$ cat config.mk
export PLATFORM = sky130hd
export DESIGN_NAME = logic_issue_arbiter_flat
export DESIGN_NICKNAME = d
export VERILOG_FILES = /design/src/rtl/logic_issue_arbiter_pkg.sv /design/src/rtl/logic_issue_arbiter_if.sv /design/src/rtl/logic_rr_arbiter.sv /design/src/rtl/logic_issue_arbiter.sv /design/src/flat_wrapper.sv
export SDC_FILE = /design/constraint.sdc
export NUM_CORES = 1
export LEC_CHECK = 0
export CAP_MARGIN = 0
export CELL_PAD_IN_SITES_DETAIL_PLACEMENT = 0
export CELL_PAD_IN_SITES_GLOBAL_PLACEMENT = 1
export CORE_MARGIN = 2
export CORE_UTILIZATION = 30
export DETAILED_ROUTE_END_ITERATION = 6
export PLACE_DENSITY = 0.94
export SYNTH_ARGS = -nofsm -noshare
export SYNTH_HDL_FRONTEND = slang
export SYNTH_HIERARCHICAL = 1
export SYNTH_SLANG_ARGS = --single-unit
$ cat constraint.sdc
create_clock -name clk -period 4.3 [get_ports clk]
set_input_delay 0.645 -clock clk [delete_from_list [all_inputs] [get_ports clk]]
set_output_delay 0.645 -clock clk [all_outputs]
set_load 0.05 [all_outputs]
$ cat src/rtl/logic_issue_arbiter_pkg.sv
// logic_issue_arbiter_pkg
//   Shared definitions for the logic-unit issue arbiter: default data width,
//   logic control codes, FSM state encoding and the round-robin pick helper.
package logic_issue_arbiter_pkg;

  localparam int unsigned DATA_WIDTH_DEF = 32;
  localparam int unsigned MSB_CTRL       = 2;
  localparam int unsigned IMM_WIDTH      = 21;

  // Logic unit control codes; 3'b011 and 3'b111 are unused by the unit.
  localparam logic [MSB_CTRL:0] CTRL_AND  = 3'b000;
  localparam logic [MSB_CTRL:0] CTRL_OR   = 3'b001;
  localparam logic [MSB_CTRL:0] CTRL_XOR  = 3'b010;
  localparam logic [MSB_CTRL:0] CTRL_ANDI = 3'b100;
  localparam logic [MSB_CTRL:0] CTRL_ORI  = 3'b101;
  localparam logic [MSB_CTRL:0] CTRL_XORI = 3'b110;

  typedef enum logic [1:0] {
    LIA_IDLE  = 2'b00,
    LIA_ISSUE = 2'b01,
    LIA_EXEC  = 2'b10,
    LIA_OUT   = 2'b11
  } lia_state_e;

  // One-hot 2-way round-robin pick: on contention the requester that did
  // not win last time gets the grant.
  function automatic logic [1:0] rr_pick(input logic [1:0] valid,
                                         input logic       last_grant);
    logic [1:0] gnt;
    gnt = '0;
    if (valid == 2'b11) gnt = last_grant ? 2'b01 : 2'b10;
    else                gnt = valid;
    return gnt;
  endfunction

endpackage

$ cat src/rtl/logic_issue_arbiter_if.sv
// logic_issue_arbiter_if
//   Requester and result handshake bundle of logic_issue_arbiter.
//   master : issue stage / consumer side (drives requests and res_ready)
//   slave  : arbiter side (drives reqN_ready and res_*)
interface logic_issue_arbiter_if
  import logic_issue_arbiter_pkg::*;
#(
  parameter int unsigned DATA_WIDTH = DATA_WIDTH_DEF,
  parameter int unsigned TAG_WIDTH  = 4
);

  logic                  req0_valid;
  logic                  req0_ready;
  logic [MSB_CTRL:0]     req0_type;
  logic [DATA_WIDTH-1:0] req0_src1;
  logic [DATA_WIDTH-1:0] req0_src2;
  logic [IMM_WIDTH-1:0]  req0_imm;
  logic [TAG_WIDTH-1:0]  req0_tag;

  logic                  req1_valid;
  logic                  req1_ready;
  logic [MSB_CTRL:0]     req1_type;
  logic [DATA_WIDTH-1:0] req1_src1;
  logic [DATA_WIDTH-1:0] req1_src2;
  logic [IMM_WIDTH-1:0]  req1_imm;
  logic [TAG_WIDTH-1:0]  req1_tag;

  logic                  res_valid;
  logic                  res_ready;
  logic [DATA_WIDTH-1:0] res_data;
  logic [TAG_WIDTH-1:0]  res_tag;
  logic                  res_src;

  modport master (
    output req0_valid, req0_type, req0_src1, req0_src2, req0_imm, req0_tag,
    output req1_valid, req1_type, req1_src1, req1_src2, req1_imm, req1_tag,
    input  req0_ready, req1_ready,
    input  res_valid, res_data, res_tag, res_src,
    output res_ready
  );

  modport slave (
    input  req0_valid, req0_type, req0_src1, req0_src2, req0_imm, req0_tag,
    input  req1_valid, req1_type, req1_src1, req1_src2, req1_imm, req1_tag,
    output req0_ready, req1_ready,
    output res_valid, res_data, res_tag, res_src,
    input  res_ready
  );

endinterface

$ cat src/rtl/logic_rr_arbiter.sv
// logic_rr_arbiter
//   2-way grant generator for logic_issue_arbiter.
//   clk, reset : clock, asynchronous active-low reset
//   en         : an accept is allowed this cycle
//   valid[1:0] : requester valids
//   gnt[1:0]   : one-hot grant (zero when disabled or nothing valid)
//   Build option LOGIC_ARB_FIXED_PRIO_EN: requester 0 always wins and no
//   last_grant pointer exists (clk/reset then unused).
module logic_rr_arbiter
  import logic_issue_arbiter_pkg::*;
(
  input  logic       clk,
  input  logic       reset,
  input  logic       en,
  input  logic [1:0] valid,
  output logic [1:0] gnt
);

`ifdef LOGIC_ARB_FIXED_PRIO_EN

  always_comb begin
    gnt = '0;
    if (en) gnt = valid[0] ? 2'b01 : {valid[1], 1'b0};
  end

`else

  logic last_grant_q;
  logic last_grant_d;

  always_comb begin
    gnt = '0;
    if (en) gnt = rr_pick(valid, last_grant_q);
  end

  always_comb begin
    last_grant_d = last_grant_q;
    if (|gnt) last_grant_d = gnt[1];
  end

  // Resets to 1 so requester 0 wins the first contention.
  always_ff @(posedge clk or negedge reset) begin
    if (!reset) last_grant_q <= 1'b1;
    else        last_grant_q <= last_grant_d;
  end

`endif

endmodule

$ cat src/rtl/logic_issue_arbiter.sv
// logic_issue_arbiter
//   Shares one logical_unit between two requesters. Round-robin accept,
//   op register feeding the unit, ISSUE/EXEC sequencing, registered result
//   buffer with valid/ready. Accept-to-res_valid latency is 3 cycles.
//   clk           : clock
//   reset         : asynchronous active-low reset
//   bus (slave)   : req0/req1 valid/ready + payload, res valid/ready + data
//   lu_*          : operation to the logical unit (always from op register)
//   lu_result     : unit result, sampled only in EXEC
//   busy          : FSM not idle
//   Build option LOGIC_ARB_FIXED_PRIO_EN (handled in logic_rr_arbiter).
//   bus parameters must match DATA_WIDTH/TAG_WIDTH of this module.
module logic_issue_arbiter
  import logic_issue_arbiter_pkg::*;
#(
  parameter int unsigned DATA_WIDTH = DATA_WIDTH_DEF,
  parameter int unsigned TAG_WIDTH  = 4
)(
  input  logic                  clk,
  input  logic                  reset,
  logic_issue_arbiter_if.slave  bus,
  output logic [MSB_CTRL:0]     lu_logic_type,
  output logic [DATA_WIDTH-1:0] lu_src1,
  output logic [DATA_WIDTH-1:0] lu_src2,
  output logic [IMM_WIDTH-1:0]  lu_immediate,
  input  logic [DATA_WIDTH-1:0] lu_result,
  output logic                  busy
);

  lia_state_e state_q, state_d;

  logic [MSB_CTRL:0]     type_q, type_d;
  logic [DATA_WIDTH-1:0] src1_q, src1_d;
  logic [DATA_WIDTH-1:0] src2_q, src2_d;
  logic [IMM_WIDTH-1:0]  imm_q,  imm_d;
  logic [TAG_WIDTH-1:0]  tag_q,  tag_d;
  logic                  id_q,   id_d;

  logic [DATA_WIDTH-1:0] res_data_q, res_data_d;
  logic [TAG_WIDTH-1:0]  res_tag_q,  res_tag_d;
  logic                  res_src_q,  res_src_d;

  logic       accept_en;
  logic [1:0] gnt;
  logic       accept;

  // Accepts are blocked while reset is held so reqN_ready reads 0 even
  // though the state register already sits in IDLE.
  always_comb begin
    accept_en = 1'b0;
    if (reset) begin
      accept_en = (state_q == LIA_IDLE) ||
                  ((state_q == LIA_OUT) && bus.res_ready);
    end
  end

  logic_rr_arbiter u_arb (
    .clk   (clk),
    .reset (reset),
    .en    (accept_en),
    .valid ({bus.req1_valid, bus.req0_valid}),
    .gnt   (gnt)
  );

  assign accept         = |gnt;
  assign bus.req0_ready = gnt[0];
  assign bus.req1_ready = gnt[1];

  always_comb begin
    state_d = state_q;
    unique case (state_q)
      LIA_IDLE:  if (accept) state_d = LIA_ISSUE;
      LIA_ISSUE: state_d = LIA_EXEC;
      LIA_EXEC:  state_d = LIA_OUT;
      LIA_OUT:   if (bus.res_ready) state_d = accept ? LIA_ISSUE : LIA_IDLE;
      default:   state_d = LIA_IDLE;
    endcase
  end

  always_comb begin
    type_d = type_q;
    src1_d = src1_q;
    src2_d = src2_q;
    imm_d  = imm_q;
    tag_d  = tag_q;
    id_d   = id_q;
    if (accept) begin
      if (gnt[1]) begin
        type_d = bus.req1_type;
        src1_d = bus.req1_src1;
        src2_d = bus.req1_src2;
        imm_d  = bus.req1_imm;
        tag_d  = bus.req1_tag;
        id_d   = 1'b1;
      end else begin
        type_d = bus.req0_type;
        src1_d = bus.req0_src1;
        src2_d = bus.req0_src2;
        imm_d  = bus.req0_imm;
        tag_d  = bus.req0_tag;
        id_d   = 1'b0;
      end
    end
  end

  // Result buffer loads only in EXEC, so an op accepted in OUT cannot
  // disturb the result being handed over in the same cycle.
  always_comb begin
    res_data_d = res_data_q;
    res_tag_d  = res_tag_q;
    res_src_d  = res_src_q;
    if (state_q == LIA_EXEC) begin
      res_data_d = lu_result;
      res_tag_d  = tag_q;
      res_src_d  = id_q;
    end
  end

  always_ff @(posedge clk or negedge reset) begin
    if (!reset) begin
      state_q    <= LIA_IDLE;
      type_q     <= '0;
      src1_q     <= '0;
      src2_q     <= '0;
      imm_q      <= '0;
      tag_q      <= '0;
      id_q       <= 1'b0;
      res_data_q <= '0;
      res_tag_q  <= '0;
      res_src_q  <= 1'b0;
    end else begin
      state_q    <= state_d;
      type_q     <= type_d;
      src1_q     <= src1_d;
      src2_q     <= src2_d;
      imm_q      <= imm_d;
      tag_q      <= tag_d;
      id_q       <= id_d;
      res_data_q <= res_data_d;
      res_tag_q  <= res_tag_d;
      res_src_q  <= res_src_d;
    end
  end

  assign lu_logic_type = type_q;
  assign lu_src1       = src1_q;
  assign lu_src2       = src2_q;
  assign lu_immediate  = imm_q;

  assign bus.res_valid = (state_q == LIA_OUT);
  assign bus.res_data  = res_data_q;
  assign bus.res_tag   = res_tag_q;
  assign bus.res_src   = res_src_q;
  assign busy          = (state_q != LIA_IDLE);

endmodule

$ cat src/flat_wrapper.sv
// flat-port wrapper written by rule: the top's interface ports become plain ports
module logic_issue_arbiter_flat import logic_issue_arbiter_pkg::*;
#(
  parameter int unsigned DATA_WIDTH = DATA_WIDTH_DEF,
  parameter int unsigned TAG_WIDTH  = 4
)
  (clk, reset, lu_logic_type, lu_src1, lu_src2, lu_immediate, lu_result, busy, bus_req0_valid, bus_req0_type, bus_req0_src1, bus_req0_src2, bus_req0_imm, bus_req0_tag, bus_req1_valid, bus_req1_type, bus_req1_src1, bus_req1_src2, bus_req1_imm, bus_req1_tag, bus_req0_ready, bus_req1_ready, bus_res_valid, bus_res_data, bus_res_tag, bus_res_src, bus_res_ready);
  logic_issue_arbiter_if #(.DATA_WIDTH(DATA_WIDTH), .TAG_WIDTH(TAG_WIDTH)) bus_i ();
  input  logic clk;
  input  logic reset;
  output logic [MSB_CTRL:0] lu_logic_type;
  output logic [DATA_WIDTH-1:0] lu_src1;
  output logic [DATA_WIDTH-1:0] lu_src2;
  output logic [IMM_WIDTH-1:0] lu_immediate;
  input  logic [DATA_WIDTH-1:0] lu_result;
  output logic busy;
  input wire logic [$bits(bus_i.req0_valid)-1:0] bus_req0_valid;
  input wire logic [$bits(bus_i.req0_type)-1:0] bus_req0_type;
  input wire logic [$bits(bus_i.req0_src1)-1:0] bus_req0_src1;
  input wire logic [$bits(bus_i.req0_src2)-1:0] bus_req0_src2;
  input wire logic [$bits(bus_i.req0_imm)-1:0] bus_req0_imm;
  input wire logic [$bits(bus_i.req0_tag)-1:0] bus_req0_tag;
  input wire logic [$bits(bus_i.req1_valid)-1:0] bus_req1_valid;
  input wire logic [$bits(bus_i.req1_type)-1:0] bus_req1_type;
  input wire logic [$bits(bus_i.req1_src1)-1:0] bus_req1_src1;
  input wire logic [$bits(bus_i.req1_src2)-1:0] bus_req1_src2;
  input wire logic [$bits(bus_i.req1_imm)-1:0] bus_req1_imm;
  input wire logic [$bits(bus_i.req1_tag)-1:0] bus_req1_tag;
  output wire logic [$bits(bus_i.req0_ready)-1:0] bus_req0_ready;
  output wire logic [$bits(bus_i.req1_ready)-1:0] bus_req1_ready;
  output wire logic [$bits(bus_i.res_valid)-1:0] bus_res_valid;
  output wire logic [$bits(bus_i.res_data)-1:0] bus_res_data;
  output wire logic [$bits(bus_i.res_tag)-1:0] bus_res_tag;
  output wire logic [$bits(bus_i.res_src)-1:0] bus_res_src;
  input wire logic [$bits(bus_i.res_ready)-1:0] bus_res_ready;
  assign bus_i.req0_valid = bus_req0_valid;
  assign bus_i.req0_type = bus_req0_type;
  assign bus_i.req0_src1 = bus_req0_src1;
  assign bus_i.req0_src2 = bus_req0_src2;
  assign bus_i.req0_imm = bus_req0_imm;
  assign bus_i.req0_tag = bus_req0_tag;
  assign bus_i.req1_valid = bus_req1_valid;
  assign bus_i.req1_type = bus_req1_type;
  assign bus_i.req1_src1 = bus_req1_src1;
  assign bus_i.req1_src2 = bus_req1_src2;
  assign bus_i.req1_imm = bus_req1_imm;
  assign bus_i.req1_tag = bus_req1_tag;
  assign bus_req0_ready = bus_i.req0_ready;
  assign bus_req1_ready = bus_i.req1_ready;
  assign bus_res_valid = bus_i.res_valid;
  assign bus_res_data = bus_i.res_data;
  assign bus_res_tag = bus_i.res_tag;
  assign bus_res_src = bus_i.res_src;
  assign bus_i.res_ready = bus_res_ready;
  logic_issue_arbiter #(.DATA_WIDTH(DATA_WIDTH), .TAG_WIDTH(TAG_WIDTH)) u_core (.clk(clk), .reset(reset), .bus(bus_i), .lu_logic_type(lu_logic_type), .lu_src1(lu_src1), .lu_src2(lu_src2), .lu_immediate(lu_immediate), .lu_result(lu_result), .busy(busy));
endmodule
==> run summary, run 1 <==
The flow ran to the end, and the final reports show no timing, DRC or antenna violations. The main combinational cell family by area after synthesis was multiplexers. Sorting the synthesized cells by how often they occur yields sky130_fd_sc_hd__dfrtp_1 (132), sky130_fd_sc_hd__nand2_1 (94), sky130_fd_sc_hd__mux2i_1 (92). Summed over all layers, the routed wires come to 18400 um. After synthesis, the cell types taking the most area are sky130_fd_sc_hd__dfrtp_1 (56%), sky130_fd_sc_hd__mux2i_1 (16%), sky130_fd_sc_hd__mux2_2 (7.0%), sky130_fd_sc_hd__nand2_1 (5.9%), sky130_fd_sc_hd__o21ai_1 (5.0%).

For the post-CTS setup buffer count, the log shows 0. The critical path class was reg2out. Setup slack on the worst reg-to-reg path comes out at 1650 ps. Summing all flip-flop and latch instances after layout gives 3330 um2. TritonCTS built the clock tree. The worst hold path belongs to the class in2async.

Summed over all cells, the static leakage comes to 3.93 nW. The fraction of the mapped netlist area in compound gates came out at 0.0866. Setup slack closes at 1340 ps.

The total count of hold-check failures in the final report was 0. In the final design database the tool counted 1074 nets. The synthesized design contains 0 enable-type register cells. The normalized max-slew margin is 0.360. Along the worst path, the maximum fanout reaches 14.

Among all cell types in the netlist, the one instantiated most often is sky130_fd_sc_hd__dfrtp_1. The run gives 6 as the number of warnings issued by yosys. In this run the remaining antenna-violating nets after routing total 0. The fraction of post-synthesis cell area in the top cell type by area works out to 0.556. For this run, the top clock speed supported by timing is 338 MHz.

The H-tree generated during clock tree synthesis spans 4 levels. The total clock buffers created by CTS was 17; the worst slack after detailed placement was 1230 ps. The family with the most delay on the worst path was compound AO/OA/AOI/OAI gates.

The clock drives 133 sinks. The tools report the initial standard-cell utilization of the core as 0.305. The floorplan die height is 145 um. The most critical setup path has its startpoint at u_core/state_q[0].

The area of the multi-input gates came out at 2350 um2. IR analysis of the VDD net gives a maximum drop of 0.456 mV. The detail-routed via count per cell is 4.47. Chip width: 145 um.

Synthesis inferred 133 register bits. Relative to the synthesized area, the layout overhead comes to 71.9%. The detailed router's first-iteration violation count was 130. The tools report the number of global-route vias before repair as 4995. The startpoint identified for the worst register-to-register timing path is u_core/state_q[0]. The simple-gate area share of the yosys netlist is 0.0660. After legalization and detailed placement, the total HPWL measured 13500 um. Together, buffers and inverters on the worst path number 2. The largest stage delay on the critical path was 570 ps. STA classifies the critical path startpoint as a register.

The post-synthesis net count came out at 736. The met2 track demand over resource in global routing was 0.284; the transition time of the tightest slew-check pin was 961 ps. The most used flip-flop cell after synthesis is sky130_fd_sc_hd__dfrtp_1. After detailed routing, the average wire length per cell comes to 16.3 um. The CTS clock-pin slew for the worst setup and hold paths is 60 ps. For the max-capacitance violation count, the log shows 0.

The number of antenna violations at the first check in global routing is 1, and the arithmetic-cell share of the synthesized area counting full adders, half adders and majority gates is 0.0105. In this run the deepest clock path goes through 2 buffers. Ratio of final minimum period to clock period: 0.689.

The clock reaches the later pin of the worst-skew pair after 410 ps. The first-pass GRT wire length came out at 26500 um. Traced cell by cell, the critical path runs through inv_1 -> ha_1 -> a21oi_1 -> nor2b_1 -> nand2_1 -> a21oi_4 -> buf_12. The pre-antenna-repair detailed-routing pass consisted of 4 iterations.

The post-cts resize count was 0; the async set or reset register ratio after synthesis was 1.00. Most congested layer reported by global routing: met2. Aggregate global routing overflow: 0. In this run the count of I/O pins placed on the die edge is 350. The share of cells above drive strength 1 works out to 0.0964. The slowest cell on the critical path was sky130_fd_sc_hd__a21oi_4. The run gives 0.561 as the sequential share of the synthesized area. For the final routed database, the setup TNS stands at 0 ps.

Number of inserted filler cells in the final layout: 1802. In this run the tool buffered the top-level ports with 349 buffer cells. In this run the power density over the cells is 837 nW/um2. The minimum clock period after layout works out to 2960 ps. Setup violations remaining at the end of the flow were counted as 0. Data on the critical path arrives at its endpoint at 2320 ps. The tools report the global-route track usage on met1 as 0.194. Setup repair after global routing left no endpoint under its margin. The data required time of the worst path was 3650 ps; the xor-xnor portion of the synthesized cell area was 0. The die covers 20900 um2.

The root buffer cell chosen for the clock tree is sky130_fd_sc_hd__clkbuf_16. The met3 track utilization from global routing was 0.0622. Hold repair after CTS inserted 0 buffers. The logs give 0 for the number of max-slew violations in the final report and 0 for the total inserted antenna cells.

Synthesis handed over a netlist of 510 instances. In the routed design, unresolved DRC markers number 0. The aggregate global-route resource usage was 0.166; the worst clock skew was 13.4 ps. Entering global routing, the biggest net connects 187 pins.

The number of placement rows was 51; the average cell area after synthesis was 11.6 um2. The netlist uses 25 different library cells. The multiplexer area fraction after synthesis is 0.228, and the final weighted congestion in routability-driven placement is 0.760. For the via count, the log shows 5028.

The core region is 19500 um2. After synthesis the cells add up to 5940 um2. The tools report the type of destination of the critical path as a primary output. Cell taking the most area after synthesis: sky130_fd_sc_hd__dfrtp_1.
-- report_power, final --
group / internal, mW / switching, mW / total [mW]
Clock: 0.922 / 0.581 / 1.50
Sequential: 1.88 / 0.340 / 2.22
Combinational: 1.76 / 3.05 / 4.82
Total: 4.57 / 3.97 / 8.54
-- final cells by class --
| class | count | area share |
|---|---|---|
| repair buffers | 355 | 0.350 |
| flip-flops and latches | 133 | 0.326 |
| multi-input cells | 335 | 0.230 |
| clock buffers | 19 | 0.0424 |
| well taps | 265 | 0.0325 |
| clock inverters | 13 | 0.0169 |
| inverters | 6 | 0.00221 |
-- cells in the final DEF, fill, tap and decap left out, types with 2 or more instances in the layout --
master	n
sky130_fd_sc_hd__nand2_1	94
sky130_fd_sc_hd__bufinv_16	3
sky130_fd_sc_hd__nor2_1	2
sky130_fd_sc_hd__inv_6	4
sky130_fd_sc_hd__buf_12	3
sky130_fd_sc_hd__inv_1	6
sky130_fd_sc_hd__clkdlybuf4s50_1	346
sky130_fd_sc_hd__clkinvlp_4	4
sky130_fd_sc_hd__dfrtp_1	132
sky130_fd_sc_hd__ha_1	4
sky130_fd_sc_hd__clkinv_4	2
sky130_fd_sc_hd__nor2b_1	2
sky130_fd_sc_hd__o21ai_0	34
sky130_fd_sc_hd__mux2i_1	92
sky130_fd_sc_hd__a21oi_4	2
sky130_fd_sc_hd__mux2_2	37
sky130_fd_sc_hd__clkbuf_1	2
sky130_fd_sc_hd__clkbuf_16	17
sky130_fd_sc_hd__o21ai_1	59
sky130_fd_sc_hd__buf_4	5
-- per-layer routing --
layer	wire, um	share of wire	vias up
met3	1610	0.087	20
met2	9170	0.50	192
met5	13	0.00071	-
li1	-	-	2426
met1	7310	0.40	2388
met4	274	0.015	2
-- worst reg2reg max path, cell delays in order (launching register included) --
cell	delay (ps)
sky130_fd_sc_hd__dfrtp_1	410
sky130_fd_sc_hd__inv_1	140
sky130_fd_sc_hd__ha_1	220
sky130_fd_sc_hd__a21oi_1	60
sky130_fd_sc_hd__nor2b_1	170
sky130_fd_sc_hd__nand2_1	110
sky130_fd_sc_hd__a21oi_4	580
sky130_fd_sc_hd__buf_4	470
sky130_fd_sc_hd__mux2i_1	240
sky130_fd_sc_hd__o21ai_0	90
-- flip-flops by register name (all words and copies together) (netlist names) --
name                       cells
u_core/bus.res_data           32
u_core/lu_src2                32
u_core/bus.res_tag             4
u_core/id_q                    1
u_core/bus.res_src             1
u_core/lu_src1                32
u_core/lu_logic_type           3
u_core/lu_immediate           21
u_core/state_q                 2
u_core/tag_q                   4
u_core/u_arb/last_grant_q      1
-- worst paths after layout --
path | end | depth (start not counted)
max | bus_req0_ready | 7
min in group clk | u_core/id_q | 1
max in group asynchronous | u_core/id_q | 3
max reg2reg | u_core/tag_q[2] | 9
min reg2reg | u_core/id_q | 1
min | u_core/lu_immediate[10] | 2
-- through the flow --
stage	instances	utilization	cell area, um2	power, mW	hold WS (ps)
floorplan	510	-	5940	5.37	349
global placement	1094	0.493	9600	7.02	458
detailed placement	1094	0.493	9600	7.11	467
CTS	1126	0.524	10200	8.65	463
global route	1126	0.524	10200	8.96	491
finish	1126	0.524	10200	8.54	447
-- cells by family (layout without fill, tap and decap cells) --
| logic type | after synthesis | count (layout) |
|---|---|---|
| DFF | 133 | 133 |
| and+or+nand+nor | 100 | 100 |
| adders and majority gates | 5 | 5 |
| muxes | 130 | 130 |
| buffers and inverters | 42 | 393 |
| AOI/OAI and AO/OA | 100 | 100 |
Note: power is estimated with default switching activity, not from simulation.
==> inputs of run 2 (changes only) <==
--- a/config.mk
+++ b/config.mk
@@ -9,9 +9,9 @@
 export CELL_PAD_IN_SITES_DETAIL_PLACEMENT = 0
 export CELL_PAD_IN_SITES_GLOBAL_PLACEMENT = 1
 export CORE_MARGIN = 2
-export CORE_UTILIZATION = 30
+export CORE_UTILIZATION = 28
 export DETAILED_ROUTE_END_ITERATION = 6
-export PLACE_DENSITY = 0.94
+export PLACE_DENSITY = 0.89
 export SYNTH_ARGS = -nofsm -noshare
 export SYNTH_HDL_FRONTEND = slang
 export SYNTH_HIERARCHICAL = 1
==> constraint.sdc (replaced) <==
create_clock -name clk -period 3.1 [get_ports clk]
set_input_delay 0.465 -clock clk [delete_from_list [all_inputs] [get_ports clk]]
set_output_delay 0.465 -clock clk [all_outputs]
set_load 0.05 [all_outputs]
==> run summary, run 2 (synthesized netlist as in run 1, its figures left out) <==
The critical path data arrival time came out at 2260 ps (-60 ps). The root buffer selected by CTS is sky130_fd_sc_hd__clkbuf_16. The ratio of final minimum period to clock period is 0.880, and the floorplan die height is 150 um (+3.4%). The logs give 18700 um (+2.0%) for the final wirelength and 10300 um2 (+1.1%) for the final design instance area without fill.

By startpoint and endpoint, the worst setup path is classified as in2out. Normalized max-slew margin: 0.474 (+0.114). STA classifies the critical path endpoint as a primary output. The tools report the H-tree depth as 4 (unchanged).

The wire length per cell after detailed routing is 16.4 um (+0.37%). For the buffer depth of the longest clock path, the log shows 2 (unchanged). The detail-routed via count per cell is 4.40 (-1.4%). Number of antenna violations at the first check in global routing: 0 (-1). The tools report the total iterations of the first detailed-routing run as 4 (unchanged). The run finished with clean final reports. The clock latency at the later pin of the worst-skew pair is 410 ps (about the same).

The logs give 0.259 (about the same) for the portion of total power attributed to sequential cells and 90 (-52%) for the pin count of the biggest net entering global routing. The CTS clock-pin slew for the worst setup and hold paths was 70 ps (about the same); the minimum clock period after layout was 2730 ps. The power per cell area works out to 1150 nW/um2 (+38%). Chip width: 150 um (+3.4%).

The data required time of the worst path was 2630 ps (-1020 ps). The final setup violation count was 0 (unchanged); the via count was 5035 (+0.14%). The post-route setup TNS was 0 ps (unchanged). The worst setup path is launched from a primary input. The top-level port count is 350 (unchanged). The fraction of power spent switching nets came out at 0.464 (-0.000559). Number of clock sinks: 133 (unchanged). The post-CTS setup buffer count was 0 (unchanged). The tightest min-delay check is of the in2async type.

Total of buffers placed on input and output ports: 349 (unchanged). The logs give 9700 um2 (+1.1%) for the placement-stage cell area and 3.98 nW (+1.4%) for the static leakage. The run gives 0.768 (+1.1%) as the final weighted congestion in routability-driven placement. Start of the worst register-to-register path: u_core/state_q[0]. In the layout the commonest cells are sky130_fd_sc_hd__clkdlybuf4s50_1 (346), sky130_fd_sc_hd__dfrtp_1 (132), sky130_fd_sc_hd__nand2_1 (94). From synthesis to final layout, the design area changed by 73.8%. TritonCTS built the clock tree. The post-cts resize count is 0 (unchanged), and the initial standard-cell utilization of the core is 0.284 (-0.0208). The number of max-slew violations in the final report was 0 (unchanged). The number of placement rows was 53 (+3.9%); the peak clock frequency supported by timing was 367 MHz. The logs give 6.37 mW (+39%) for the internal power and 0.572 mV (+26%) for the worst IR drop on VDD.

The first-pass GRT wire length is 28300 um (+6.7%), and the transition time of the tightest slew-check pin is 789 ps (-171 ps). For the part of the power in the clock network, the log shows 0.176 (about the same). Leaving out fill and tap cells, the most frequent cell in the layout is sky130_fd_sc_hd__clkdlybuf4s50_1.

The highest net fanout along the worst path is 26 (+12), and the total count of hold-check failures in the final report is 0 (unchanged). The critical path startpoint is reset. The logs give 17 (unchanged) for the total clock buffers created by CTS and 0 (unchanged) for the aggregate global routing overflow. The aggregate global-route resource usage came out at 0.164 (-0.00209). DRC violation count after routing: 0 (unchanged). The die footprint is 22400 um2 (+6.9%), and the placeable core area is 20900 um2 (+7.3%).

The run gives 0 (unchanged) as the final antenna-violating net count. Setup repair after global routing left no endpoint under its margin. The part of the total power dissipated in combinational logic is 0.565 (about the same), and the number of nets in the final layout is 1082 (+0.74%). The total inserted antenna cells was 0 (unchanged). Worst clock skew: 8.73 ps (-4.69 ps). The tools report the switching power of the nets as 5.53 mW (+39%). The number of global-route vias before repair is 5132 (+2.7%), and the share of cells above drive strength 1 is 0.104 (+0.00717). The HPWL after detailed placement was 13900 um (+3.4%).

Detailed router's first-iteration violation count: 170 (+31%). For the max-capacitance violation count, the log shows 0 (unchanged).
-- run 2: cell types whose count changed in the layout (fill, tap and decap cells not counted), sizes merged --
cell,previous run,this run
buf,9,16
clkinv,2,3
clkinvlp,4,3
dlygate4sd3,0,1
-- run 2: layer usage --
layer | GRT usage | wire (um) | vias up
met4 | 0.0514 | 310 | 0
met3 | 0.0521 | 1490 | 19
met2 | 0.271 | 9130 | 199
li1 | - | - | 2453
met5 | 0 | 0 | -
met1 | 0.204 | 7810 | 2364
-- run 2: cell type report --
class	count	area, um2
well taps	275	344
clock buffers	19	433
flip-flops and latches	133	3330
multi-input cells	335	2350
inverters	6	22.5
clock inverters	13	174
fillers	1956	10600
repair buffers	363	3670
-- run 2: worst max-delay path, cell delays in order --
cell,delay [ps]
sky130_fd_sc_hd__dlygate4sd3_1,550
sky130_fd_sc_hd__buf_6,260
sky130_fd_sc_hd__nor2b_1,260
sky130_fd_sc_hd__nand2_1,120
sky130_fd_sc_hd__a21oi_4,390
sky130_fd_sc_hd__buf_12,200
-- run 2: path summary, 6_finish.rpt --
| check | endpoint | slack [ps] | cells past startpoint |
|---|---|---|---|
| hold / removal | u_core/bus.res_data[19] | 480 | 2 |
| hold reg to reg | u_core/id_q | 480 | 1 |
| max in group asynchronous | u_core/lu_src1[24] | 1530 | 3 |
| setup reg to reg | u_core/lu_immediate[7] | 750 | 8 |
| min in group clk | u_core/id_q | 480 | 1 |
| setup / recovery | bus_req0_ready | 370 | 6 |
-- run 2: power by group through the flow --
| stage | Combinational [mW] | Sequential [mW] | Clock [mW] |
|---|---|---|---|
| after floorplan | 1.57 | 5.89 | 0 |
| after global placement | 6.71 | 3.08 | 0 |
| after detailed placement | 6.79 | 3.10 | 0 |
| after CTS | 6.79 | 3.09 | 2.16 |
| after global routing | 7.05 | 3.20 | 2.24 |
| final | 6.72 | 3.09 | 2.09 |
-- run 2: stage by stage --
step	power, mW	hold WS, ps	utilization	instances	setup slack (ps)
2_1_floorplan	7.45	169	-	510	383
3_3_place_gp	9.80	341	0.465	1111	585
3_5_place_dp	9.89	343	0.465	1111	535
4_1_cts	12.0	463	0.494	1144	362
5_1_grt	12.5	483	0.494	1144	256
6_report	11.9	483	0.494	1144	372
-- run 2: what timing repair did --
| item | CTS | global route |
|---|---|---|
| hold buffers | 1 | 0 |
| endpoints found under the setup margin | 0 | 0 |
| hold endpoints to repair | 23 | 0 |
==> inputs of run 3 (changes only) <==
--- a/config.mk
+++ b/config.mk
@@ -5,7 +5,7 @@
 export SDC_FILE = /design/constraint.sdc
 export NUM_CORES = 1
 export LEC_CHECK = 0
-export CAP_MARGIN = 0
+export CAP_MARGIN = 5
 export CELL_PAD_IN_SITES_DETAIL_PLACEMENT = 0
 export CELL_PAD_IN_SITES_GLOBAL_PLACEMENT = 1
 export CORE_MARGIN = 2
==> results of run 3 <==
The final DEF is identical to that of run 2; final timing and power are the same.
